### src/rtl/gpio_conv_sequencer.sv
// -----------------------------------------------------------------------------
// gpio_conv_sequencer
//
// Bridges the MCU GPIO command word and the 2D-convolution datapath. The host
// drives a 3-bit command, a payload word and a slow level strobe, all of them
// asynchronous to CLK100MHZ. This block synchronises them and detects the
// strobe's rising edge. It then:
//   - writes kernel rows,
//   - latches the image size,
//   - streams pixels into the input line memories,
//   - launches the convolution,
//   - reads the results back onto the GPIO return word.
//
// Ports
//   CLK100MHZ      system clock
//   i_rst_n        asynchronous active-low reset
//   i_gpio_data    GPIO payload (async)
//   i_gpio_ctrl    command: 000 KERNEL, 001 SIZE, 010 LOAD, 100 LAST, 011 READ
//   i_gpio_valid   host strobe, level held for many clocks (async)
//   o_kernel_we    one-cycle kernel row write, with o_kernel_row/o_kernel_data
//   o_img_size     latched image size S
//   o_mem_we       one-cycle image write, with o_mem_sel/o_mem_addr/o_mem_wdata
//   o_conv_start   one-cycle convolution launch
//   i_conv_done    one-cycle convolution completion
//   o_rd_sel       result memory select
//   o_rd_addr      result memory address
//   i_rd_data      result memory data (1-cycle read latency)
//   o_gpio_out     result presented to GPIO
//   o_led          results ready
// -----------------------------------------------------------------------------
module gpio_conv_sequencer #(
    parameter int N       = 2,
    parameter int NB_DATA = 24,
    parameter int NB_ADDR = 10,
    parameter int NB_SEL  = 3,
    parameter int NB_OUT  = 13
) (
    input  logic               CLK100MHZ,
    input  logic               i_rst_n,
    input  logic [NB_DATA-1:0] i_gpio_data,
    input  logic [2:0]         i_gpio_ctrl,
    input  logic               i_gpio_valid,
    output logic               o_kernel_we,
    output logic [1:0]         o_kernel_row,
    output logic [NB_DATA-1:0] o_kernel_data,
    output logic [NB_ADDR-1:0] o_img_size,
    output logic               o_mem_we,
    output logic [NB_SEL-1:0]  o_mem_sel,
    output logic [NB_ADDR-1:0] o_mem_addr,
    output logic [NB_DATA-1:0] o_mem_wdata,
    output logic               o_conv_start,
    input  logic               i_conv_done,
    output logic [NB_SEL-1:0]  o_rd_sel,
    output logic [NB_ADDR-1:0] o_rd_addr,
    input  logic [NB_OUT-1:0]  i_rd_data,
    output logic [NB_OUT-1:0]  o_gpio_out,
    output logic               o_led
);

    localparam logic [2:0] CTRL_KERNEL = 3'b000;
    localparam logic [2:0] CTRL_SIZE   = 3'b001;
    localparam logic [2:0] CTRL_LOAD   = 3'b010;
    localparam logic [2:0] CTRL_LAST   = 3'b100;
    localparam logic [2:0] CTRL_READ   = 3'b011;

    // The first batch fills memories 0..N+1. Later batches reuse the two
    // overlap lines and only refill from memory 2 upward.
    localparam logic [NB_SEL-1:0] SEL_FIRST  = {NB_SEL{1'b0}};
    localparam logic [NB_SEL-1:0] SEL_SECOND = NB_SEL'(2'd2);
    localparam logic [NB_SEL-1:0] SEL_LAST   = NB_SEL'(N + 1);
    localparam logic [NB_SEL-1:0] SEL_LIMIT  = NB_SEL'(N + 2);
    localparam logic [NB_SEL-1:0] RD_SEL_END = NB_SEL'(N - 1);
    localparam logic [1:0]        KROW_MAX   = 2'd2;

    typedef enum logic [2:0] {
        ST_IDLE  = 3'd0,
        ST_KLOAD = 3'd1,
        ST_ILOAD = 3'd2,
        ST_RUN   = 3'd3,
        ST_READY = 3'd4
    } state_t;

    state_t state_r;
    state_t state_nxt_s;

    logic [2:0]         ctrl_s1_r;
    logic [2:0]         ctrl_s2_r;
    logic               valid_s1_r;
    logic               valid_s2_r;
    logic               valid_prev_r;
    logic [NB_DATA-1:0] data_s1_r;
    logic [NB_DATA-1:0] data_s2_r;

    logic               vld_rise_s;
    logic               is_kernel_s;
    logic               is_size_s;
    logic               is_load_s;
    logic               is_last_s;
    logic               is_read_s;

    logic [1:0]         krow_r;
    logic               kernel_wr_s;

    logic [NB_ADDR-1:0] col_r;
    logic [NB_SEL-1:0]  sel_r;
    logic [NB_ADDR-1:0] col_eff_s;
    logic [NB_SEL-1:0]  sel_eff_s;
    logic               load_entry_s;
    logic               mem_wr_s;
    logic               last_wr_s;
    logic               first_batch_r;
    logic               start_pend_r;

    logic [NB_ADDR-1:0] rd_addr_end_s;
    logic               rd_wrap_s;
    logic               rd_sat_s;
    logic               rd_adv_s;
    logic               rd_clear_s;

    assign vld_rise_s  = valid_s2_r & ~valid_prev_r;
    assign is_kernel_s = (ctrl_s2_r == CTRL_KERNEL);
    assign is_size_s   = (ctrl_s2_r == CTRL_SIZE);
    assign is_load_s   = (ctrl_s2_r == CTRL_LOAD);
    assign is_last_s   = (ctrl_s2_r == CTRL_LAST);
    assign is_read_s   = (ctrl_s2_r == CTRL_READ);

    assign kernel_wr_s = vld_rise_s & is_kernel_s;

    // Each result memory holds S-1 valid words, so the read pointer wraps at S-2.
    assign rd_addr_end_s = o_img_size - NB_ADDR'(2'd2);
    assign rd_wrap_s     = (o_rd_addr == rd_addr_end_s);
    assign rd_sat_s      = rd_wrap_s & (o_rd_sel == RD_SEL_END);
    assign rd_adv_s      = vld_rise_s & is_read_s & (state_r == ST_READY);
    assign rd_clear_s    = is_load_s & (state_r == ST_READY);

    // Two-flop synchronisers for the host inputs, plus the strobe history flop.
    always_ff @(posedge CLK100MHZ or negedge i_rst_n) begin
        if (!i_rst_n) begin
            ctrl_s1_r    <= 3'b000;
            ctrl_s2_r    <= 3'b000;
            valid_s1_r   <= 1'b0;
            valid_s2_r   <= 1'b0;
            valid_prev_r <= 1'b0;
            data_s1_r    <= {NB_DATA{1'b0}};
            data_s2_r    <= {NB_DATA{1'b0}};
        end else begin
            ctrl_s1_r    <= i_gpio_ctrl;
            ctrl_s2_r    <= ctrl_s1_r;
            valid_s1_r   <= i_gpio_valid;
            valid_s2_r   <= valid_s1_r;
            valid_prev_r <= valid_s2_r;
            data_s1_r    <= i_gpio_data;
            data_s2_r    <= data_s1_r;
        end
    end

    // Kernel row writes.
    // krow is held at 0 whenever the command is not KERNEL, so a fresh KERNEL
    // sequence always starts at row 0. This also holds when the strobe arrives
    // together with the command change.
    always_ff @(posedge CLK100MHZ or negedge i_rst_n) begin
        if (!i_rst_n) begin
            krow_r        <= 2'd0;
            o_kernel_we   <= 1'b0;
            o_kernel_row  <= 2'd0;
            o_kernel_data <= {NB_DATA{1'b0}};
        end else begin
            o_kernel_we <= kernel_wr_s;
            if (kernel_wr_s) begin
                o_kernel_row  <= krow_r;
                o_kernel_data <= data_s2_r;
            end else begin
                o_kernel_row  <= o_kernel_row;
                o_kernel_data <= o_kernel_data;
            end
            if (!is_kernel_s) begin
                krow_r <= 2'd0;
            end else if (kernel_wr_s && (krow_r != KROW_MAX)) begin
                krow_r <= krow_r + 2'd1;
            end else begin
                krow_r <= krow_r;
            end
        end
    end

    // The image size is level-sampled: it follows the payload for as long as
    // the command is SIZE, and needs no strobe.
    always_ff @(posedge CLK100MHZ or negedge i_rst_n) begin
        if (!i_rst_n) begin
            o_img_size <= {NB_ADDR{1'b0}};
        end else if (is_size_s) begin
            o_img_size <= data_s2_r[NB_ADDR-1:0];
        end else begin
            o_img_size <= o_img_size;
        end
    end

    // Resolve the write target for this cycle.
    // On LOAD entry the counters restart, so a strobe arriving in the same
    // cycle as the command change lands on the first address.
    always_comb begin
        load_entry_s = 1'b0;
        col_eff_s    = col_r;
        sel_eff_s    = sel_r;
        mem_wr_s     = 1'b0;
        last_wr_s    = 1'b0;
        case (state_r)
            ST_IDLE, ST_KLOAD, ST_READY: load_entry_s = is_load_s;
            default:                     load_entry_s = 1'b0;
        endcase
        if (load_entry_s) begin
            col_eff_s = {NB_ADDR{1'b0}};
            sel_eff_s = first_batch_r ? SEL_FIRST : SEL_SECOND;
        end else begin
            col_eff_s = col_r;
            sel_eff_s = sel_r;
        end
        if (vld_rise_s && (load_entry_s ||
            ((state_r == ST_ILOAD) && (is_load_s || is_last_s)))) begin
            mem_wr_s = 1'b1;
        end else begin
            mem_wr_s = 1'b0;
        end
        if (vld_rise_s && (state_r == ST_ILOAD) && is_last_s) begin
            last_wr_s = 1'b1;
        end else begin
            last_wr_s = 1'b0;
        end
    end

    // Image write port and column/memory counters.
    // Each memory takes S+1 words. Writes past the last input memory are
    // dropped, and the select counter parks at N+2.
    always_ff @(posedge CLK100MHZ or negedge i_rst_n) begin
        if (!i_rst_n) begin
            col_r       <= {NB_ADDR{1'b0}};
            sel_r       <= {NB_SEL{1'b0}};
            o_mem_we    <= 1'b0;
            o_mem_sel   <= {NB_SEL{1'b0}};
            o_mem_addr  <= {NB_ADDR{1'b0}};
            o_mem_wdata <= {NB_DATA{1'b0}};
        end else begin
            o_mem_we <= mem_wr_s & (sel_eff_s <= SEL_LAST);
            if (mem_wr_s) begin
                o_mem_sel   <= sel_eff_s;
                o_mem_addr  <= col_eff_s;
                o_mem_wdata <= data_s2_r;
                if (col_eff_s == o_img_size) begin
                    col_r <= {NB_ADDR{1'b0}};
                    sel_r <= (sel_eff_s >= SEL_LIMIT) ? SEL_LIMIT : sel_eff_s + NB_SEL'(1'b1);
                end else begin
                    col_r <= col_eff_s + NB_ADDR'(1'b1);
                    sel_r <= sel_eff_s;
                end
            end else if (load_entry_s) begin
                o_mem_sel   <= o_mem_sel;
                o_mem_addr  <= o_mem_addr;
                o_mem_wdata <= o_mem_wdata;
                col_r       <= col_eff_s;
                sel_r       <= sel_eff_s;
            end else begin
                o_mem_sel   <= o_mem_sel;
                o_mem_addr  <= o_mem_addr;
                o_mem_wdata <= o_mem_wdata;
                col_r       <= col_r;
                sel_r       <= sel_r;
            end
        end
    end

    // Launch the convolution one cycle after the final (LAST) write is issued.
    always_ff @(posedge CLK100MHZ or negedge i_rst_n) begin
        if (!i_rst_n) begin
            start_pend_r  <= 1'b0;
            o_conv_start  <= 1'b0;
            first_batch_r <= 1'b1;
        end else begin
            start_pend_r <= last_wr_s;
            o_conv_start <= start_pend_r;
            if (last_wr_s) begin
                first_batch_r <= 1'b0;
            end else begin
                first_batch_r <= first_batch_r;
            end
        end
    end

    // FSM state register.
    always_ff @(posedge CLK100MHZ or negedge i_rst_n) begin
        if (!i_rst_n) begin
            state_r <= ST_IDLE;
        end else begin
            state_r <= state_nxt_s;
        end
    end

    // FSM next-state logic.
    always_comb begin
        state_nxt_s = state_r;
        case (state_r)
            ST_IDLE, ST_KLOAD: begin
                if (is_load_s) begin
                    state_nxt_s = ST_ILOAD;
                end else if (is_kernel_s) begin
                    state_nxt_s = ST_KLOAD;
                end else begin
                    state_nxt_s = ST_IDLE;
                end
            end
            ST_ILOAD: begin
                if (last_wr_s) begin
                    state_nxt_s = ST_RUN;
                end else begin
                    state_nxt_s = ST_ILOAD;
                end
            end
            ST_RUN: begin
                if (i_conv_done) begin
                    state_nxt_s = ST_READY;
                end else begin
                    state_nxt_s = ST_RUN;
                end
            end
            ST_READY: begin
                if (is_load_s) begin
                    state_nxt_s = ST_ILOAD;
                end else begin
                    state_nxt_s = ST_READY;
                end
            end
            default: state_nxt_s = ST_IDLE;
        endcase
    end

    // Results-ready indicator.
    // It is set only by a completion that arrives while running, and cleared
    // when the next batch begins loading.
    always_ff @(posedge CLK100MHZ or negedge i_rst_n) begin
        if (!i_rst_n) begin
            o_led <= 1'b0;
        end else if ((state_r == ST_RUN) && i_conv_done) begin
            o_led <= 1'b1;
        end else if (rd_clear_s) begin
            o_led <= 1'b0;
        end else begin
            o_led <= o_led;
        end
    end

    // Readback pointer and GPIO return word.
    // The pointer drives the result memory directly, so o_gpio_out follows an
    // address change two cycles later. The pointer saturates on the last word.
    always_ff @(posedge CLK100MHZ or negedge i_rst_n) begin
        if (!i_rst_n) begin
            o_rd_sel   <= {NB_SEL{1'b0}};
            o_rd_addr  <= {NB_ADDR{1'b0}};
            o_gpio_out <= {NB_OUT{1'b0}};
        end else begin
            if (rd_clear_s) begin
                o_rd_sel  <= {NB_SEL{1'b0}};
                o_rd_addr <= {NB_ADDR{1'b0}};
            end else if (rd_adv_s && !rd_sat_s) begin
                if (rd_wrap_s) begin
                    o_rd_sel  <= o_rd_sel + NB_SEL'(1'b1);
                    o_rd_addr <= {NB_ADDR{1'b0}};
                end else begin
                    o_rd_sel  <= o_rd_sel;
                    o_rd_addr <= o_rd_addr + NB_ADDR'(1'b1);
                end
            end else begin
                o_rd_sel  <= o_rd_sel;
                o_rd_addr <= o_rd_addr;
            end
            if ((state_r == ST_READY) && is_read_s) begin
                o_gpio_out <= i_rd_data;
            end else begin
                o_gpio_out <= o_gpio_out;
            end
        end
    end

endmodule

### config.mk
export PLATFORM = sky130hd
export DESIGN_NAME = gpio_conv_sequencer
export DESIGN_NICKNAME = d
export VERILOG_FILES = /design/src/rtl/gpio_conv_sequencer.sv
export SDC_FILE = /design/constraint.sdc
export NUM_CORES = 1
export LEC_CHECK = 0
export ABC_CLOCK_PERIOD_IN_PS = 2250
export BUFFER_PORTS_ARGS = -buffer_cell sky130_fd_sc_hd__buf_2
export CELL_PAD_IN_SITES_DETAIL_PLACEMENT = 0
export CELL_PAD_IN_SITES_GLOBAL_PLACEMENT = 1
export CORE_MARGIN = 2
export CORE_UTILIZATION = 38
export CTS_CLUSTER_DIAMETER = 200
export DETAILED_ROUTE_END_ITERATION = 10
export PLACE_DENSITY = 0.82
export SLEW_MARGIN = 20
export SYNTH_ARGS = -nofsm -noshare
export SYNTH_HDL_FRONTEND = slang
export SYNTH_SLANG_ARGS = --single-unit
### constraint.sdc
create_clock -name CLK100MHZ -period 2.25 [get_ports CLK100MHZ]
set_clock_uncertainty 0.1 [all_clocks]
set_input_delay 0.1125 -clock CLK100MHZ [delete_from_list [all_inputs] [get_ports CLK100MHZ]]
set_output_delay 0.1125 -clock CLK100MHZ [all_outputs]
set_load 0.005 [all_outputs]
# [Yosys cells after proc, flatten, opt, wreduce, memory -nomap -nowiden]
# Index checks and enable logic that the tools add are counted.
[totals] reg_bits=180 input_bits=44 out_inout_bits=103 word_cells=104
[op_classes] n_addsub=6 n_lt_le_gt_ge=2 eq_ne=13 n_mux=29 n_bitwise=8 n_reduce_logical=20
[op_table] op="$mux W10" n=7
[op_table] op="$mux W3" n=10
[op_table] op="$add A10 B1 Y10 const B" n=2
[op_table] op="$eq A10 B10 Y1" n=2
[op_table] op="$eq A3 B2 Y1 const B" n=4
[op_table] op="$pmux W3 S4" n=1
[op_table] op="$sub A10 B2 Y10 const B" n=1
[op_table] op="$eq A3 B1 Y1 const B" n=3
[op_table] op="$logic_and A1 B1 Y1" n=8
[op_table] op="$mux W2" n=4
[op_table] op="$reduce_bool A2 Y1" n=4
[op_table] op="$and A1 B1 Y1" n=7
[op_table] op="$mux W1" n=7
[op_table] op="$add A3 B1 Y3 const B" n=2
[op_table] op="$eq A3 B3 Y1 const B" n=2
[op_table] op="$logic_not A3 Y1" n=2
[op_table] op="$ge A3 B3 Y1 const B" n=1
[op_table] op="$le A3 B2 Y1 const B" n=1
[op_table] op="$reduce_or A3 Y1" n=1
[op_table] op="$add A2 B1 Y2 const B" n=1
[op_table] op="$logic_or A1 B1 Y1" n=2
[op_table] op="$ne A2 B1 Y1 const B" n=1
[op_table] op="$ne A2 B2 Y1 const B" n=1
[op_table] op="$reduce_and A2 Y1" n=1
[op_table] op="other kinds (3)" n=3

# [Depth between registers and ports, before layout]
# Gate-level depths: netlist of the first run.
[logic_depth] word_depth=8 mapped_depth=12

# [Least setup slack after synthesis of the first run]
# No wires, ideal clock.
[synth_timing] path_type="reg-to-reg" from="register o_img_size[1]" to="register o_rd_sel[0]" setup_ns=0.078 t_arrival_ns=2.316 required_time_ns=2.072 slack_ns=-0.244 path_stages_with_launch=10 path_buffers=1 period_less_slack_ns=2.494 cell_sequence="dfrtp_1 > buf_6 > inv_1 > ha_1 > o21ba_1 > a221o_1 > a2111oi_4 > o21ai_2 > or4_1 > a21oi_1"
[synth_between] elab_chain_len=7 word_cells_on_any_way=8 classes_between="1 x add/sub; 1 x eq/ne; 1 x bitwise; 5 x reduce/logical"
[synth_lines] element="from (decl)" line="46" source="output logic [NB_ADDR-1:0] o_img_size,"
[synth_lines] element="from (signal assigned)" line="190" source="o_img_size <= {NB_ADDR{1'b0}};"
[synth_lines] element="from (signal assigned)" line="192" source="o_img_size <= data_s2_r[NB_ADDR-1:0];"
[synth_lines] element="from (signal assigned)" line="194" source="o_img_size <= o_img_size;"
[synth_lines] element="$sub A10 B2 Y10 (*)" line="130" source="assign rd_addr_end_s = o_img_size - NB_ADDR'(2'd2);"
[synth_lines] element="$eq A10 B10 Y1 (*)" line="131" source="assign rd_wrap_s = (o_rd_addr == rd_addr_end_s);"
[synth_lines] element="$and A1 B1 Y1" line="132" source="assign rd_sat_s = rd_wrap_s & (o_rd_sel == RD_SEL_END);"
[synth_lines] element="$logic_not A1 Y1" line="362" source="end else if (rd_adv_s && !rd_sat_s) begin"
[synth_lines] element="$logic_and A1 B1 Y1" line="362"
[synth_lines] element="$reduce_bool A2 Y1 (no line)"
[synth_lines] element="$reduce_and A2 Y1 (no line) (*)"
[synth_lines] element="to (signal assigned)" line="360" source="o_rd_sel <= {NB_SEL{1'b0}};"
[synth_lines] element="to (signal assigned)" line="364" source="o_rd_sel <= o_rd_sel + NB_SEL'(1'b1);"
[synth_lines] element="to (signal assigned)" line="367" source="o_rd_sel <= o_rd_sel;"
[synth_lines] element="to (decl)" line="53" source="output logic [NB_SEL-1:0] o_rd_sel,"
# Mark *: on every way between the ends. The rest lies on a longest branch, timed or not.
# A chain may end at the register's enable or synchronous reset.

# [Final worst setup path of the first run]
[layout_timing] from="register o_img_size[1]" to="register o_rd_sel[1]"
# The elaborated chain is that of the path after synthesis.

==> out/results.txt, run 1 <==
Run status -> complete, but fails checks
Failing checks -> negative setup slack
Antenna Violating Nets Remaining -> 0
Fraction of layout cells with a size suffix above 1 -> 34.4%
Post-detail-place hpwl -> 12900 um
RSZ-0062 raised after global routing -> true
Iter 0 DRT Violations -> 346
Number of buffers created by CTS -> 17
TritonCTS clock tree -> yes
Adder-Cell Fraction of Synth Area -> 1.50%
DR DRC count -> 0
Leak pwr -> 4.89 nW
Most frequent cells in the layout -> nand2_1 (199), dfrtp_1 (178), buf_2 (145), buf_4 (62), dlygate4sd3_1 (44)
Die area -> 20400 um2
Fillcell total -> 1635
Placed cell areas -> 8800 um2
Drt total wl -> 18500 um
Synth Area per Inst -> 10.8 um2
Final hold vios -> 0
Post-Syn Area -> 7320 um2
Pin count of the biggest net entering global routing -> 74
First-pass GRT wire length -> 29400 um
Post-synth cell types -> 61
CORE AREA -> 18800 um2
CP Capture Type -> flip-flop
Clock Sink Count -> 180
Routability Congestion -> 0.844
Primary FF master, synth -> dfrtp_1
Slew @ Worst Pin -> 0.607 ns
Crit path DAT -> 2.65 ns
Area grow syn2layout -> 37.3%
Final setup violation count -> 12
Yosys warning count -> 0
Post-synthesis compound-gate area fraction -> 9.73%
Multi-input gate area -> 2810 um2
Critical path class -> flip-flop to flip-flop
Buffers added on ports -> 146
Clk pin slew, worst setup/hold paths -> 0.06 ns
Vias per cell -> 4.84
Main combinational cell family by area after synthesis -> simple AND/OR/NAND/NOR gates
Starting density of the core -> 38.9%
Final Max Tran Viols -> 0
Antenna violations before repair -> 0
# IOs -> 147
Max cap viols -> 0
Sum of negative setup slack -> -1.12 ns
Most common cell after layout, fill and taps aside -> nand2_1
Pre-antenna DRT Iters -> 5
Final min period -> 2.41 ns
Worst VDD drop -> 0.000566 V
Async set or reset register ratio after synthesis -> 100%
Nets -> 975
Synth Area in Simple Gates -> 18.1%
Worst rel slew slack -> 59.5%
Clk_lat worst skew -> 0.42 ns
WP data required -> 2.50 ns
Drt wl/cell -> 15.5 um
Number of global-route vias before repair -> 5587
Row count -> 50
Crit share post-route -> 107%
Antenna cells -> 0
Total gr overflow -> 0
Vias -> 5777
Yosys reg bits -> 180
Cell area after layout -> 10000 um2
Max clock buf depth -> 2
Highest fanout seen on the critical path -> 4
HP Class -> input port to async pin
Number of flops mapped to enable cells by yosys -> 0
Mux share of post-synthesis cell area -> 4.51%
Slack of the critical path -> -0.156 ns
Mapped Cells -> 678
R2r worst-path depth -> 8
Chip Height -> 143 um
Root Buffer -> clkbuf_16
CTS HTree Levels -> 4
Max Fclk -> 416 MHz
Synthesized Nets -> 730
CP Launch Type -> flip-flop
Register area share after synthesis -> 61.6%
Xor/xnor share of the synthesized area -> 1.68%
Register area -> 4510 um2
Gr usage total -> 18.7%
P per Cell Area -> 871 nW/um2
Die X -> 143 um
-- kinds of logic (layout without fill, tap and decap cells) --
| kind of cell | after synthesis | in the layout |
|---|---|---|
| AND/OR/NAND/NOR | 293 | 293 |
| flip-flops | 180 | 180 |
| AO/OA/AOI/OAI | 104 | 104 |
| buffers and inverters | 48 | 304 |
| multiplexers | 30 | 30 |
| XOR/XNOR | 14 | 14 |
| adder cells (fa/ha/maj) | 9 | 9 |
-- routing by layer --
layer | GRT usage, % | vias to the layer above | wire length (um)
met5 | 0 | - | 0
met4 | 6.62 | 0 | 393
met3 | 5.63 | 30 | 1050
met2 | 29.0 | 159 | 8710
met1 | 25.0 | 2789 | 8300
li1 | - | 2799 | -
-- worst max-delay path, cell delays in order (launching register included) --
cell       delay (ns)
dfrtp_1          0.40
inv_4            0.05
ha_4             0.17
o21ba_1          0.17
a221o_1          0.35
a2111oi_4        0.34
o21ai_2          0.14
or4_1            0.50
a21oi_2          0.13
-- area by class of cell --
type / count / share of cell area [%]
clock buffers: 20 / 4.45
clock inverters: 10 / 1.33
inverters: 14 / 0.548
multi-input cells: 450 / 28.0
flip-flops and latches: 180 / 44.9
well taps: 260 / 3.24
repair buffers: 260 / 17.6
-- flip-flops by register name, indices dropped and copies added, names as in the netlist, 3 cells and up --
register and count:
data_s1_r 24, data_s2_r 24, o_kernel_data 24, o_mem_wdata 24, o_gpio_out 13, col_r 10
o_img_size 10, o_mem_addr 10, o_rd_addr 10, ctrl_s1_r 3, ctrl_s2_r 3, o_mem_sel 3
o_rd_sel 3, sel_r 3, state_r 3
-- stage by stage --
stage | std cells | worst slack (ns) | hold slack, ns | power, W | util [%]
floorplan | 678 | -0.161 | -0.283 | 0.00478 | -
global placement | 1114 | -0.104 | -0.181 | 0.00567 | 46.7
detailed placement | 1114 | -0.164 | -0.182 | 0.00571 | 46.7
CTS | 1190 | -0.162 | 0.174 | 0.00876 | 52.4
global route | 1194 | -0.264 | 0.192 | 0.00924 | 53.3
finish | 1194 | -0.156 | 0.162 | 0.00875 | 53.3
-- path summary, 6_finish.rpt --
path | from | to | slack, ns
min reg2reg | data_s1_r[6] | data_s2_r[6] | 0.25
min | i_rst_n | data_s2_r[18] | 0.16
max reg2reg | o_img_size[1] | o_rd_sel[1] | -0.16
max in group asynchronous | i_rst_n | data_s2_r[23] | 1.31
min in group CLK100MHZ | i_gpio_data[20] | data_s1_r[20] | 0.23
max | o_img_size[1] | o_rd_sel[1] | -0.16
-- Yosys cell counts (2+ instances only) --
cell type	number	share of area [%]
o32ai_1	13	1.6
a211o_1	2	0.24
nor4_1	3	0.26
nand2b_1	3	0.26
nor3b_2	3	0.51
ha_1	8	1.4
and2_1	4	0.34
mux2_2	23	3.5
a31oi_1	7	0.60
o211ai_1	8	0.82
clkbuf_1	19	0.97
nand2_1	202	10
or4_1	3	0.31
buf_6	3	0.46
inv_1	13	0.67
and3_1	5	0.43
o21a_1	3	0.31
o21ai_0	25	1.7
buf_1	5	0.26
or3_1	6	0.51
nor4b_1	2	0.24
o31ai_1	4	0.41
nor2b_1	5	0.43
buf_2	7	0.48
nor4bb_1	5	0.68
o22ai_1	5	0.43
a31oi_2	2	0.34
nor2_1	19	0.97
xor2_1	3	0.36
nand3_1	12	0.82
or2_2	4	0.34
a21oi_1	21	1.4
mux2i_1	6	0.82
nor3_1	9	0.62
dfrtp_1	179	61
a22o_1	2	0.24
xnor2_1	11	1.3
-- where the power goes --
| part | total (W) | switching, W | leakage, nW | internal (W) |
|---|---|---|---|---|
| Combinational | 0.00177 | 0.000896 | 2.33 | 0.000873 |
| Clock | 0.00295 | 0.00119 | 0.281 | 0.00176 |
| Sequential | 0.00403 | 0.000327 | 2.27 | 0.00370 |
| Total | 0.00875 | 0.00242 | 4.89 | 0.00633 |
-- what timing repair did --
action,CTS,global route
endpoints found under the setup margin,14,35
endpoints found under the hold margin,222,0
resized for setup,6,34
pin swaps,3,9
hold buffers,44,0
buffers inserted,2,4
No activity file was read; power rests on OpenSTA's default activity.
==> run 2: changes to the inputs <==
--- a/config.mk
+++ b/config.mk
@@ -14,6 +14,7 @@
 export CTS_CLUSTER_DIAMETER = 200
 export DETAILED_ROUTE_END_ITERATION = 10
 export PLACE_DENSITY = 0.82
+export REMOVE_ABC_BUFFERS = 1
 export SLEW_MARGIN = 20
 export SYNTH_ARGS = -nofsm -noshare
 export SYNTH_HDL_FRONTEND = slang
==> run 2 against run 1 <==
  * Combinational power about the same
  * Flip-flop and latch count stayed put
  * Largest cell class unchanged
  * Via count is 1.4% higher
  * Die area is the same
  * Register-to-register slack got worse by 0.06 ns
  * Critical path depth did not move
  * Total power fell by 0.71%
  * Core utilization rose by 0.64 points
  * First-iteration DRC count up 32%
  * The flow still finishes with violations (negative setup slack)
  * Non-clock buffer count rose by 1
  * Critical endpoint unchanged
  * Final cell count increased by 0.34%
==> out/results.txt, run 2 (same netlist as run 1, synthesis figures left out) <==
Crit path depth -> 8 (unchanged)
Final min period -> 2.47 ns (+0.0646 ns)
Clock Sink Count -> 180 (unchanged)
Max clock buf depth -> 2 (unchanged)
Top cell family by delay on the critical path -> simple AND/OR/NAND/NOR gates
RSZ-0062 raised after global routing -> true
Iter 0 DRT Violations -> 455 (+32%)
Worst rel slew slack -> 58.6% (-0.92 points)
Gr usage total -> 19.0% (+0.34 points)
Chip Height -> 143 um (unchanged)
Run status -> complete, but fails checks
Nets -> 977 (+0.21%)
Die area -> 20400 um2 (unchanged)
Slowest stage delay, CP -> 0.59 ns (+0.09 ns)
Max Fclk -> 405 MHz (-2.6%)
Placed cell areas -> 8770 um2 (-0.30%)
Antenna cells -> 0 (unchanged)
CP Launch Type -> flip-flop
Slew @ Worst Pin -> 0.616 ns (+0.00937 ns)
Routability Congestion -> 0.897 (+6.3%)
First-pass GRT wire length -> 30400 um (+3.2%)
DR DRC count -> 0 (unchanged)
Post-detail-place hpwl -> 12700 um (-0.91%)
# IOs -> 147 (unchanged)
Pin count of the biggest net entering global routing -> 51 (-31%)
CP Capture Type -> flip-flop
Metal3 WL -> 1010 um (-3.9%)
Crit share post-route -> 110% (+2.9 points)
Critical path class -> flip-flop to flip-flop
CTS HTree Levels -> 4 (unchanged)
Final Max Tran Viols -> 0 (unchanged)
Antenna violations before repair -> 0 (unchanged)
Clk_lat worst skew -> 0.43 ns (about the same)
Failing checks -> negative setup slack
Final hold vios -> 0 (unchanged)
Pre-CTS setup slack -> -0.340 ns (-0.176 ns)
Vias per cell -> 4.89 (+1.0%)
HP Class -> input port to async pin
Vias -> 5856 (+1.4%)
Hold slack -> 0.0969 ns (-0.0646 ns)
Drt total wl -> 19100 um (+3.7%)
R2r worst-path depth -> 8 (unchanged)
CP Cell Sequence -> inv_2, ha_4, nor3b_2, and3_1, o21ai_1, a31oi_4, or4_1, a21oi_2
Starting density of the core -> 38.9% (unchanged)
Fraction of layout cells with a size suffix above 1 -> 35.7% (+1.3 points)
Leak pwr -> 4.93 nW (+0.98%)
Area grow syn2layout -> 38.9%
CP max-delay cell -> or4_1
Final setup violation count -> 13 (+1)
Die X -> 143 um (unchanged)
Slack of the critical path -> -0.220 ns (-0.0646 ns)
Worst VDD drop -> 0.000549 V (-3.2%)
DR top layer -> met4
Crit path DAT -> 2.71 ns (+0.06 ns)
Number of buffers created by CTS -> 17 (unchanged)
P per Cell Area -> 854 nW/um2 (-1.9%)
Buffers added on ports -> 146 (unchanged)
Drt wl/cell -> 16.0 um (+3.4%)
TritonCTS clock tree -> yes
Pre-antenna DRT Iters -> 5 (unchanged)
Cell area after layout -> 10200 um2 (+1.2%)
Max cap viols -> 0 (unchanged)
Most common cell after layout, fill and taps aside -> nand2_1
Met2 wire len -> 9290 um (+6.7%)
Root Buffer -> clkbuf_16
Clk pin slew, worst setup/hold paths -> 0.07 ns (about the same)
CORE AREA -> 18800 um2 (unchanged)
WP data required -> 2.49 ns (about the same)
Most frequent cells in the layout -> nand2_1 (197), dfrtp_1 (178), buf_2 (145), buf_4 (62), dlygate4sd3_1 (43)
Row count -> 50 (unchanged)
Antenna Violating Nets Remaining -> 0 (unchanged)
Number of global-route vias before repair -> 5803 (+3.9%)
Crit path buffers/inverters -> 1 (unchanged)
Total gr overflow -> 0 (unchanged)
M1 WL -> 8650 um (+4.2%)
Highest fanout seen on the critical path -> 4 (unchanged)
[run 2: changes by cell type in the layout (fill, tap and decap cells not counted), moves of 3 or more]
cell	before	now
bufinv_16	3	0
inv_6	0	6
inv_8	0	3
o32ai_1	6	1
o32ai_2	7	12
clkinv_2	4	1
[run 2: worst register-to-register path, stage by stage (launching register included)]
cell	delay (ns)
dfrtp_1	0.37
inv_2	0.06
ha_4	0.17
nor3b_2	0.16
and3_1	0.23
o21ai_1	0.39
a31oi_4	0.18
or4_1	0.59
a21oi_2	0.15
[run 2: layer usage]
metal,track usage [%],vias up
li1,-,2816
met3,5.13,17
met1,26.6,2868
met5,0,-
met4,5.47,0
met2,29.4,155
[run 2: repair_timing]
action | CTS | global route
endpoints found under the setup margin | 20 | 25
gates resized for setup | 17 | 44
setup buffers | 2 | 7
pin swaps | 9 | 18
endpoints found under the hold margin | 175 | 0
cloned | 1 | 0
hold buffers | 43 | 0
[run 2: final cells by class]
type,instances,area [um2]
flip-flops and latches,180,4510
inverters,14,52.6
clock buffers,19,443
repair buffers,261,1800
well taps,260,325
clock inverters,13,133
multi-input cells,451,2910
fillers,1620,8660
[run 2: path summary, 6_finish.rpt]
| kind | from | to | slack (ns) |
|---|---|---|---|
| min in group CLK100MHZ | i_gpio_data[10] | data_s1_r[10] | 0.22 |
| min | i_rst_n | data_s1_r[7] | 0.1 |
| max in group asynchronous | i_rst_n | o_rd_addr[2] | 1.26 |
| max reg2reg | o_img_size[2] | o_rd_sel[1] | -0.22 |
| min reg2reg | ctrl_s1_r[1] | ctrl_s2_r[1] | 0.25 |
| max | o_img_size[2] | o_rd_sel[1] | -0.22 |
[run 2: stage by stage]
| step | setup TNS (ns) | total power (W) | instances | utilization [%] |
|---|---|---|---|---|
| 2_1_floorplan | -39.75 | 0.00472 | 644 | - |
| 3_3_place_gp | -2.34 | 0.00561 | 1113 | 46.6 |
| 3_5_place_dp | -3.56 | 0.00565 | 1113 | 46.6 |
| 4_1_cts | -1.26 | 0.00864 | 1191 | 52.5 |
| 5_1_grt | -2.38 | 0.00916 | 1198 | 54.0 |
| 6_report | -1.00 | 0.00869 | 1198 | 54.0 |
[run 2: power by group]
group / leakage [nW] / switching, W / total [W] / internal [W]
registers: 2.27 / 0.000334 / 0.00403 / 0.00370
clock network: 0.285 / 0.00137 / 0.00288 / 0.00151
logic: 2.38 / 0.000895 / 0.00178 / 0.000881
total: 4.93 / 0.00260 / 0.00869 / 0.00609
